$ cat src/rtl/led_ctrl_pkg.sv
// Shared definitions for the LED activity controller: state encoding and
// helpers that map a state to its LED/blink indication.
package led_ctrl_pkg;

    typedef enum logic [1:0] {
        StOff      = 2'd0,
        StSolid    = 2'd1,
        StBlinkOff = 2'd2,
        StBlinkOn  = 2'd3
    } led_state_e;

    function automatic logic state_lit(led_state_e s);
        return (s == StSolid) || (s == StBlinkOn);
    endfunction

    function automatic logic state_blinking(led_state_e s);
        return (s == StBlinkOff) || (s == StBlinkOn);
    endfunction

endpackage

$ cat src/rtl/sync2.sv
// Two-flop synchronizer for a single level signal; asynchronous active-high
// reset clears both stages.
module sync2 (
    input  logic clk,
    input  logic rst,
    input  logic d_i,
    output logic q_o
);

    logic meta_q;
    logic sync_q;

    always_ff @(posedge clk or posedge rst) begin
        if (rst) begin
            meta_q <= 1'b0;
            sync_q <= 1'b0;
        end else begin
            meta_q <= d_i;
            sync_q <= meta_q;
        end
    end

    assign q_o = sync_q;

endmodule

$ cat src/rtl/led_activity_ctrl.sv
// Link/activity LED driver: solid when link is up, fixed-period blinking on
// activity, with lamp test override and selectable drive polarity.
module led_activity_ctrl
    import led_ctrl_pkg::*;
#(
    parameter int unsigned PRESCALE    = 62500,
    parameter int unsigned BLINK_TICKS = 40,
    parameter bit          ACTIVE_LOW  = 1'b0
) (
    input  logic clk,
    input  logic rst,
    input  logic link,
    input  logic act,
    input  logic lamp_test,
    output logic led,
    output logic blinking
);

    localparam int unsigned PsW = (PRESCALE > 1) ? $clog2(PRESCALE) : 1;
    localparam int unsigned PhW = (BLINK_TICKS > 1) ? $clog2(BLINK_TICKS) : 1;
    localparam logic [PsW-1:0] PsLast = PsW'(PRESCALE - 1);
    localparam logic [PhW-1:0] PhLast = PhW'(BLINK_TICKS - 1);

    logic link_s, act_s, lt_s;

    sync2 u_sync_link (.clk(clk), .rst(rst), .d_i(link),      .q_o(link_s));
    sync2 u_sync_act  (.clk(clk), .rst(rst), .d_i(act),       .q_o(act_s));
    sync2 u_sync_lt   (.clk(clk), .rst(rst), .d_i(lamp_test), .q_o(lt_s));

    led_state_e     state_q, state_d;
    logic [PsW-1:0] ps_q, ps_d;
    logic [PhW-1:0] ph_q, ph_d;
    logic           pend_q, pend_d;
    logic           led_q, led_d;
    logic           blinking_q, blinking_d;

    logic tick, phase_end, want_blink, restart;

    always_comb begin
        tick       = (ps_q == PsLast);
        phase_end  = tick && (ph_q == PhLast);
        want_blink = act_s | pend_q;

        state_d = state_q;
        case (state_q)
            StOff:      if (link_s) state_d = StSolid;
            StSolid:    if (want_blink) state_d = StBlinkOff;
            StBlinkOff: if (phase_end) state_d = StBlinkOn;
            StBlinkOn:  if (phase_end) state_d = want_blink ? StBlinkOff : StSolid;
            default:    state_d = StOff;
        endcase
        if (!link_s) state_d = StOff;

        // Restarting the time base makes every blink half-period full length.
        restart = (state_d == StOff) || (state_q == StSolid && state_d == StBlinkOff);

        ps_d = tick ? '0 : ps_q + 1'b1;
        ph_d = ph_q;
        if (tick) ph_d = (ph_q == PhLast) ? '0 : ph_q + 1'b1;
        if (restart) begin
            ps_d = '0;
            ph_d = '0;
        end

        // Activity seen mid-period is remembered so another period follows.
        pend_d = pend_q;
        if (state_blinking(state_q) && act_s) pend_d = 1'b1;
        if (state_q == StBlinkOn && phase_end) pend_d = 1'b0;
        if (state_d == StOff) pend_d = 1'b0;

        led_d      = (state_lit(state_d) | lt_s) ^ ACTIVE_LOW;
        blinking_d = state_blinking(state_d);
    end

    always_ff @(posedge clk or posedge rst) begin
        if (rst) begin
            state_q    <= StOff;
            ps_q       <= '0;
            ph_q       <= '0;
            pend_q     <= 1'b0;
            led_q      <= ACTIVE_LOW;
            blinking_q <= 1'b0;
        end else begin
            state_q    <= state_d;
            ps_q       <= ps_d;
            ph_q       <= ph_d;
            pend_q     <= pend_d;
            led_q      <= led_d;
            blinking_q <= blinking_d;
        end
    end

    assign led      = led_q;
    assign blinking = blinking_q;

endmodule
$ cat config.mk
export PLATFORM = sky130hd
export DESIGN_NAME = led_activity_ctrl
export DESIGN_NICKNAME = d
export VERILOG_FILES = /design/src/rtl/led_ctrl_pkg.sv /design/src/rtl/sync2.sv /design/src/rtl/led_activity_ctrl.sv
export SDC_FILE = /design/constraint.sdc
export NUM_CORES = 1
export LEC_CHECK = 0
export CAP_MARGIN = 20
export CORE_UTILIZATION = 52
export DETAILED_ROUTE_END_ITERATION = 7
export PLACE_DENSITY = 0.74
export SKIP_LAST_GASP = 1
export SLEW_MARGIN = 10
export SYNTH_ARGS = -nofsm -noshare
export SYNTH_HDL_FRONTEND = slang
export SYNTH_SLANG_ARGS = --single-unit
$ cat constraint.sdc
create_clock -name clk -period 4.75 [get_ports clk]
set_input_delay 0.95 -clock clk [delete_from_list [all_inputs] [get_ports clk]]
set_output_delay 0.95 -clock clk [all_outputs]
set_load 0.05 [all_outputs]
---- After elaboration in Yosys (flattened, before gate mapping) ----
Cells that the tools add are included.
Widths: inputs -> output; s select.
storage, ports and cells
  bits in registers ....................... 33
  output and inout port bits .............. 2
  word-level logic and storage cells ...... 50
operators by class
  equality and inequality tests ........... 8
  reductions and logical operators ........ 12
  bitwise logic cells ..................... 2
  muxes and demuxes ....................... 14
  add/subtract/negate cells ............... 2
operators by type and width
  cell                   number
  $mux 16                2
  $mux 6                 3
  $add 16x1->16 const B  1
  $eq 16x16->1 const B   1
  $mux 2                 5
  $eq 2x2->1 const B     4
  $pmux 2 s4             1
  $add 6x1->6 const B    1
  $eq 6x6->1 const B     1
  $eq 2x1->1 const B     2
  $logic_and 1x1->1      4
  $logic_not 2->1        2
  $logic_or 1x1->1       4
  $mux 1                 3
  $reduce_bool 3->1      1
  $or 1x1->1             2
  $reduce_bool 2->1      1

---- Logic depth before layout (Yosys ltp) ----
Gate-level depths: netlist (run 1).
  word-level depth ........................ 9
  mapped depth ............................ 7

---- Modules after synthesis ----
From an unflattened synthesis (run 1), not the netlist that was laid out.
unflattened totals
  cell total of the unflattened synthesis .. 146
  area total of the unflattened synthesis .. 1495.2 um^2
by module, submodules not included
  module             times used  cells each  area an instance (um^2)
  led_activity_ctrl  1           137         1333.8
  sync2              3           3           53.8

---- Worst setup path after synthesis (run 1) ----
Ideal clock, no wire load.
  path kind ............................... flip-flop to flip-flop
  start point ............................. reg ps_q[0]
  end point ............................... reg ph_q[5]
  clock period less this slack ............ 1726 ps
  arrival time ............................ 1652 ps
  stages on the path, launching flop included .. 7
  required time ........................... 4676 ps
  library setup time ...................... 74 ps
  buffers on the path ..................... 1
  slack ................................... 3024 ps
  path through ............................ dfrtp_1 > ha_1 > and4bb_2 > nand4b_2 > buf_2 > or3_1 > a21oi_2
on the way
  cells in the longest elaborated chain, start to end .. 9
  elaborated cells on any way between the ends .. 12
ends and longest elaborated chain
  item                                                RTL line                                          text
  start: declaration                                  led_activity_ctrl.sv:31                           logic [PsW-1:0] ps_q, ps_d;
  start signal: assignment                            led_activity_ctrl.sv:85                           ps_q <= ps_d;
  $eq 16x16->1 *                                      led_activity_ctrl.sv:40                           tick = (ps_q == PsLast);
  $logic_and 1x1->1                                   led_activity_ctrl.sv:41                           phase_end = tick && (ph_q == PhLast);
  $mux 2, on equally long branches                    led_activity_ctrl.sv:49, led_activity_ctrl.sv:48
  $pmux 2 s4                                          led_activity_ctrl.sv:45                           case (state_q)
  $mux 2                                              led_activity_ctrl.sv:52                           if (!link_s) state_d = StOff;
  $eq 2x2->1                                          led_activity_ctrl.sv:55                           restart = (state_d == StOff) || (state_q == StSolid && state_d == StBlinkOff);
  $logic_and 1x1->1                                   led_activity_ctrl.sv:55
  $logic_or 1x1->1                                    led_activity_ctrl.sv:55
  $mux 6 / $reduce_bool 2->1 (equally long branches)  n/a
  end signal: assignment                              led_activity_ctrl.sv:86                           ph_q <= ph_d;
  end: declaration                                    led_activity_ctrl.sv:32                           logic [PhW-1:0] ph_q, ph_d;
Mark *: on every way between the ends. The rest lies on a longest branch, timed or not.
A chain may end at the register's enable or synchronous reset.

---- Final worst setup path (run 1) ----
  start point ............................. reg led_q, in the netlist led
  end point ............................... out led
RTL lines
  item                      RTL line                 text
  start: declaration        led_activity_ctrl.sv:34  logic led_q, led_d;
  start signal: assignment  led_activity_ctrl.sv:88  led_q <= led_d;
  end: declaration          led_activity_ctrl.sv:15  output logic led,
No word-level cell between the ends.

==> impl_metrics.sql, run 1 <==
INSERT INTO impl_metrics (metric_group, metric, value, unit) VALUES
('timing', 'finalMaxSlewViolations', '0', ''),
('power', 'cell_leakage_power', '0.710', 'nW'),
('routing', 'wirelength', '2430', 'um'),
('yosys', 'synth_async_sr_flop_share', '100', '%'),
('timing', 'slew_headroom', '62.2', '%'),
('clock_tree', 'cts_resized', '0', ''),
('routing', 'viasPerCell', '5.57', ''),
('setup_path', 'cp_data_required_time', '3.80', 'ns'),
('place', 'gp_congestion', '0.788', ''),
('routing', 'initialDrtViolationCount', '19', ''),
('routing', 'antenna_left', '0', ''),
('yosys', 'yosys_reg_bits', '33', ''),
('setup_path', 'crit_path_start_kind', 'register', ''),
('die', 'dieHeight', '55.0', 'um'),
('finish', 'flow.area_growth_from_synthesis', '12.1', '%'),
('yosys', 'netlist_area', '1460', 'um2'),
('timing', 'layout_setup_ws', '2.34', 'ns'),
('clock_tree', 'holdBufCountCts', '0', ''),
('yosys', 'netlist_instances', '137', ''),
('power', 'switching_share', '22.0', '%'),
('die', 'ioPinCount', '7', ''),
('power', 'total_switching_power', '120', 'uW'),
('place', 'hpwl', '1670', 'um'),
('finish', 'multi_input_area', '608', 'um2'),
('power', 'internal_power_summed_over_all_cells', '426', 'uW'),
('finish', 'area.sequential', '826', 'um2'),
('finish', 'num-fill-cells', '205', ''),
('clock_tree', 'tritoncts', 'yes', ''),
('yosys', 'synthFlopType', 'sky130_fd_sc_hd__dfrtp_1', ''),
('global_routing', 'grt_remaining_overflow', '0', ''),
('die', 'start_util', '57.0', '%'),
('setup_path', 'critical_path_arrival', '1.46', 'ns'),
('yosys', 'ys_warn_count', '0', ''),
('setup_path', 'cp_slowest_cell', 'sky130_fd_sc_hd__clkdlybuf4s50_1', ''),
('power', 'ir_drop', '0.000289', 'V'),
('finish', 'antenna_cells', '0', ''),
('yosys', 'synth-edff-count', '0', ''),
('clock_tree', 'clk_latency', '0.33', 'ns'),
('clock_tree', 'clockRootBuffer', 'sky130_fd_sc_hd__clkbuf_4', ''),
('timing', 'worstMarginPinSlew', '0.568', 'ns'),
('place', 'placement.io_buffers', '6', ''),
('global_routing', 'grt_pass1_wl', '4210', 'um'),
('die', 'dieArea', '3030', 'um2'),
('timing', 'timing.final.setup_violations', '0', ''),
('finish', 'layout_commonest_cell', 'sky130_fd_sc_hd__dfrtp_1', ''),
('die', 'rows', '18', ''),
('clock_tree', 'clock_path_buffers', '2', ''),
('finish', 'final_cell_mix', 'sky130_fd_sc_hd__dfrtp_1, sky130_fd_sc_hd__nor2_1, sky130_fd_sc_hd__nand3_1, sky130_fd_sc_hd__nand2_1, sky130_fd_sc_hd__xor2_1', ''),
('global_routing', 'busiest_layer', 'met2', ''),
('timing', 'finalHoldViolCount', '0', ''),
('yosys', 'mappedNetlistNets', '144', ''),
('clock_tree', 'cts-htree-levels', '2', ''),
('setup_path', 'endpoint_kind', 'output port', ''),
('setup_path', 'cp_num_buf_inv', '1', ''),
('die', 'floorplan.core_area', '2570', 'um2'),
('global_routing', 'global_route.usage.total', '20.8', '%'),
('timing', 'achievable-frequency', '415', 'MHz'),
('finish', 'finish.net_count', '155', ''),
('timing', 'finClkSkew', '0.0119', 'ns'),
('setup_path', 'cpPeakStageDelay', '0.79', 'ns'),
('place', 'pre_cts_ws', '2.61', 'ns'),
('setup_path', 'cp_cell_sequence', 'clkdlybuf4s50_1', ''),
('clock_tree', 'cts_buffers', '5', ''),
('timing', 'final.hold.worst_slack', '0.362', 'ns'),
('power', 'pwr_density_cell', '334', 'nW/um2'),
('power', 'pwr-share-comb', '6.1', '%'),
('routing', 'drt_pass1_iterations', '4', ''),
('yosys', 'synth_area_per_cell', '10.7', 'um2'),
('timing', 'finalSetupTns', '0', 'ns'),
('timing', 'final_min_period_over_clock_period', '50.8', '%'),
('outcome', 'run_status', 'complete, no violations', '');
-- power by group through the flow --
stage	clock network [mW]	logic [mW]	registers [mW]
after CTS	0.221	0.0342	0.296
after detailed placement	0	0.0341	0.301
after floorplan	0	0.0181	0.305
after global routing	0.233	0.0383	0.297
final	0.218	0.0333	0.296
after global placement	0	0.0334	0.301
-- layout make-up --
cell class                 count  area share (%)
inverter                       4           0.916
multi-input combinational     97            37.1
timing repair buffer           7            4.12
clock buffer                   7            3.36
tap                           30            2.29
sequential                    33            50.4
clock inverter                 1            1.83
-- cell families after synthesis --
kind of cell | share of synthesized area [%]
buf+inv | 1.97
flops | 56.5
simple gates | 23.5
mux | 0.684
fa+ha+maj | 1.71
compound gates | 6.67
xor+xnor | 8.98
-- per-layer routing --
layer  vias to the layer above  part of all wire, %  wire length [um]
met4                         0                  1.8                44
li1                        492                    -                 -
met2                        14                   50              1210
met5                         -                    0                 0
met3                         5                  3.0                72
met1                       486                   46              1110
-- sequential cells by signal, indices dropped and copies added (netlist names) --
signal / count
blinking: 1
led: 1
pend_q: 1
ph_q: 6
ps_q: 16
state_q: 2
u_sync_act.meta_q: 1
u_sync_act.q_o: 1
u_sync_link.meta_q: 1
u_sync_link.q_o: 1
u_sync_lt.meta_q: 1
u_sync_lt.q_o: 1
-- stage by stage --
step           area [um2]  total power, mW  util [%]  instances
2_1_floorplan        1460            0.323         -        137
3_3_place_gp         1550            0.334      60.5        171
3_5_place_dp         1550            0.335      60.5        171
4_1_cts              1640            0.551      63.8        179
5_1_grt              1640            0.568      63.8        179
6_report             1640            0.547      63.8        179
-- path summary, 6_finish.rpt --
kind                                              from                    endpoint  slack [ns]  cells after the start
max                                      led$_DFF_PP0_                         led        2.34                      1
min reg2reg                u_sync_act.meta_q$_DFF_PP0_    u_sync_act.q_o$_DFF_PP0_        0.36                      0
min in group asynchronous                          rst  u_sync_lt.meta_q$_DFF_PP0_        0.77                      2
min                        u_sync_act.meta_q$_DFF_PP0_    u_sync_act.q_o$_DFF_PP0_        0.36                      0
max reg2reg                          ps_q[0]$_DFF_PP0_         ph_q[3]$_DFFE_PP0P_        2.61                      5
max in group asynchronous                          rst           ps_q[8]$_DFF_PP0_        3.39                      3
-- Yosys cell counts, types with 2 or more instances --
library cell | count | area (um2)
sky130_fd_sc_hd__a21boi_0 | 2 | 15.0
sky130_fd_sc_hd__a21oi_1 | 3 | 15.0
sky130_fd_sc_hd__and4_1 | 2 | 17.5
sky130_fd_sc_hd__and4bb_2 | 2 | 25.0
sky130_fd_sc_hd__buf_2 | 2 | 10.0
sky130_fd_sc_hd__dfrtp_1 | 33 | 826
sky130_fd_sc_hd__ha_1 | 2 | 25.0
sky130_fd_sc_hd__inv_1 | 4 | 15.0
sky130_fd_sc_hd__nand2_1 | 8 | 30.0
sky130_fd_sc_hd__nand3_1 | 9 | 45.0
sky130_fd_sc_hd__nand4_1 | 3 | 18.8
sky130_fd_sc_hd__nor2_1 | 24 | 90.1
sky130_fd_sc_hd__nor3_1 | 5 | 25.0
sky130_fd_sc_hd__nor3b_1 | 2 | 15.0
sky130_fd_sc_hd__o21ai_0 | 4 | 20.0
sky130_fd_sc_hd__xnor2_1 | 7 | 61.3
sky130_fd_sc_hd__xor2_1 | 8 | 70.1
Power figures use the tool's default switching activity.
==> inputs of run 2 (changes only) <==
clock period = 2.4 ns   (was 4.75 ns; I/O delays follow)
==> run 2 against run 1 <==
Effect of this change: register-to-register slack lost 2.2 ns; highest routed layer unchanged; final area grew 0.69%; critical endpoint is now ph_q[3]$_DFFE_PP0P_; first-iteration DRC count grew 16%; die area is the same; global-route usage shrank 0.36 points; largest cell class unchanged; sequential power grew 97%.
==> impl_metrics.sql, run 2 (same netlist as run 1, synthesis figures left out) <==
INSERT INTO impl_metrics (metric_group, metric, value, unit) VALUES
('outcome', 'run_status', 'complete, no violations', ''),
('setup_path', 'critical_path_arrival', '2.32', 'ns'),
('power', 'cell_leakage_power', '0.714', 'nW'),
('timing', 'shortest_period_the_worst_path_allows', '2.04', 'ns'),
('global_routing', 'global_route.usage.total', '20.4', '%'),
('timing', 'grt_setup_unrepaired', 'false', ''),
('power', 'switching_share', '22.9', '%'),
('setup_path', 'cp_max_fo', '14', ''),
('power', 'ir_drop', '0.000608', 'V'),
('finish', 'finish.net_count', '156', ''),
('timing', 'achievable-frequency', '490', 'MHz'),
('routing', 'wirelength', '2470', 'um'),
('routing', 'average_routed_wire_per_standard_cell', '13.7', 'um'),
('power', 'internal_power_summed_over_all_cells', '845', 'uW'),
('timing', 'slew_headroom', '67.0', '%'),
('power', 'total_switching_power', '251', 'uW'),
('hold_path', 'hold_path_startpoint', 'u_sync_link.meta_q$_DFF_PP0_', ''),
('routing', 'drt_pass1_iterations', '4', ''),
('place', 'hpwl', '1690', 'um'),
('routing', 'remaining_routing_drc_violations', '0', ''),
('global_routing', 'grt_max_degree', '34', ''),
('routing', 'via_count', '1002', ''),
('place', 'gp_congestion', '0.757', ''),
('power', 'pwr-share-comb', '6.4', '%'),
('global_routing', 'grt_antenna_before_repair', '0', ''),
('setup_path', 'cpPeakStageDelay', '0.60', 'ns'),
('timing', 'finalSetupTns', '0', 'ns'),
('die', 'floorplan.core_area', '2570', 'um2'),
('clock_tree', 'cts_buffers', '5', ''),
('clock_tree', 'postCtsSetupRepairBufs', '0', ''),
('finish', 'final_layout_size_suffix_gt1_share', '13.3', '%'),
('place', 'placement.io_buffers', '6', ''),
('finish', 'antenna_cells', '0', ''),
('global_routing', 'first_global_vias', '976', ''),
('timing', 'worstMarginPinSlew', '0.494', 'ns'),
('place', 'dp.cells', '172', ''),
('power', 'clock_power_share', '40.3', '%'),
('die', 'ioPinCount', '7', ''),
('hold_path', 'min_path_type', 'register to register', ''),
('die', 'rows', '18', ''),
('timing', 'finalMaxSlewViolations', '0', ''),
('timing', 'final_min_period_over_clock_period', '85.0', '%'),
('finish', 'largest_register_ffs', '16', ''),
('clock_tree', 'tritoncts', 'yes', ''),
('setup_path', 'cp_cell_sequence', 'ha_1 -> and4bb_2 -> nand4b_2 -> or4_1 -> a21oi_1', ''),
('finish', 'register_containing_the_most_flip_flops_in_the_final_layout', 'ps_q', ''),
('setup_path', 'cp_num_buf_inv', '0', ''),
('global_routing', 'grt_pass1_wl', '4060', 'um'),
('clock_tree', 'cts-htree-levels', '2', ''),
('die', 'dieArea', '3030', 'um2'),
('setup_path', 'cp_slowest_cell', 'sky130_fd_sc_hd__or4_1', ''),
('timing', 'finClkSkew', '0.0145', 'ns'),
('routing', 'initialDrtViolationCount', '22', ''),
('clock_tree', 'clock_path_buffers', '2', ''),
('finish', 'non_filler_cells_in_the_finished_layout', '180', ''),
('finish', 'flow.area_growth_from_synthesis', '12.8', '%'),
('routing', 'antenna_left', '0', ''),
('die', 'start_util', '57.0', '%'),
('finish', 'registers_with_the_highest_flip_flop_counts', 'ps_q x16, ph_q x6, state_q x2', ''),
('setup_path', 'crit_path_start_kind', 'register', ''),
('routing', 'viasPerCell', '5.57', ''),
('power', 'power', '1.10', 'mW'),
('clock_tree', 'clock_sinks', '33', ''),
('clock_tree', 'clk_latency', '0.35', 'ns'),
('setup_path', 'worst_setup_path_startpoint', 'ps_q[0]$_DFF_PP0_', ''),
('power', 'pwr_density_cell', '664', 'nW/um2'),
('die', 'die_w', '55.0', 'um'),
('setup_path', 'timing_worst_setup_path_type', 'register to register', ''),
('setup_path', 'r2r-start', 'ps_q[0]$_DFF_PP0_', ''),
('timing', 'timing.final.setup_violations', '0', ''),
('clock_tree', 'holdBufCountCts', '0', ''),
('setup_path', 'largest_delay_contributor_family_on_the_critical_path', 'simple AND/OR/NAND/NOR gates', ''),
('finish', 'layout_commonest_cell', 'sky130_fd_sc_hd__dfrtp_1', ''),
('power', 'sequential_share_of_power', '53.3', '%'),
('setup_path', 'cp_data_required_time', '2.68', 'ns'),
('global_routing', 'grt_remaining_overflow', '0', ''),
('clock_tree', 'clockRootBuffer', 'sky130_fd_sc_hd__clkbuf_4', ''),
('die', 'dieHeight', '55.0', 'um'),
('clock_tree', 'clkTransAtPathRegs', '0.11', 'ns'),
('clock_tree', 'cts_resized', '0', ''),
('timing', 'finalHoldViolCount', '0', ''),
('setup_path', 'endpoint_kind', 'register', ''),
('finish', 'final_cell_mix', 'sky130_fd_sc_hd__dfrtp_1, sky130_fd_sc_hd__nor2_1, sky130_fd_sc_hd__nand3_1, sky130_fd_sc_hd__nand2_1, sky130_fd_sc_hd__xor2_1', ''),
('run', 'drv_cap', '0', '');
[run 2: area by class of cell]
cell class,count,area [um2]
clock buffers,6,51.3
clock inverters,2,37.5
fillers,204,917
inverters,4,15.0
multi-input cells,97,608
flip-flops and latches,33,826
well taps,30,37.5
repair buffers,8,75.1
[run 2: path summary, 6_finish.rpt]
check	cells past startpoint	endpoint	slack, ns
worst max-delay path	5	ph_q[3]$_DFFE_PP0P_	0.36
worst min-delay path	0	u_sync_link.q_o$_DFF_PP0_	0.35
worst max register to register	5	ph_q[3]$_DFFE_PP0P_	0.36
worst min register to register	0	u_sync_link.q_o$_DFF_PP0_	0.35
max in group asynchronous	3	ps_q[8]$_DFF_PP0_	1.59
min in group asynchronous	3	ps_q[10]$_DFF_PP0_	0.51
[run 2: stage by stage]
stage	utilization, %	area [um2]	setup slack (ns)	hold WS [ns]
after floorplan	-	1460	0.674	0.331
after global placement	60.8	1560	0.434	0.333
after detailed placement	60.8	1560	0.355	0.342
after CTS	64.3	1650	0.336	0.363
after global routing	64.3	1650	0.212	0.361
final	64.3	1650	0.361	0.349
[run 2: power groups by stage]
stage	logic, mW	clock network (mW)	registers (mW)
global route	0.0789	0.468	0.587
detailed placement	0.0706	0	0.595
floorplan	0.0358	0	0.603
global placement	0.0683	0	0.594
finish	0.0700	0.442	0.584
CTS	0.0721	0.449	0.584
[run 2: per-layer routing]
| layer | track usage [%] | up-vias | share of wire [%] | wire, um |
|---|---|---|---|---|
| li1 | - | 495 | - | - |
| met1 | 22.5 | 478 | 44 | 1100 |
| met2 | 33.1 | 20 | 49 | 1200 |
| met3 | 5.74 | 9 | 3.8 | 93 |
| met4 | 15.8 | 0 | 3.3 | 82 |
| met5 | 0 | - | 0 | 0 |
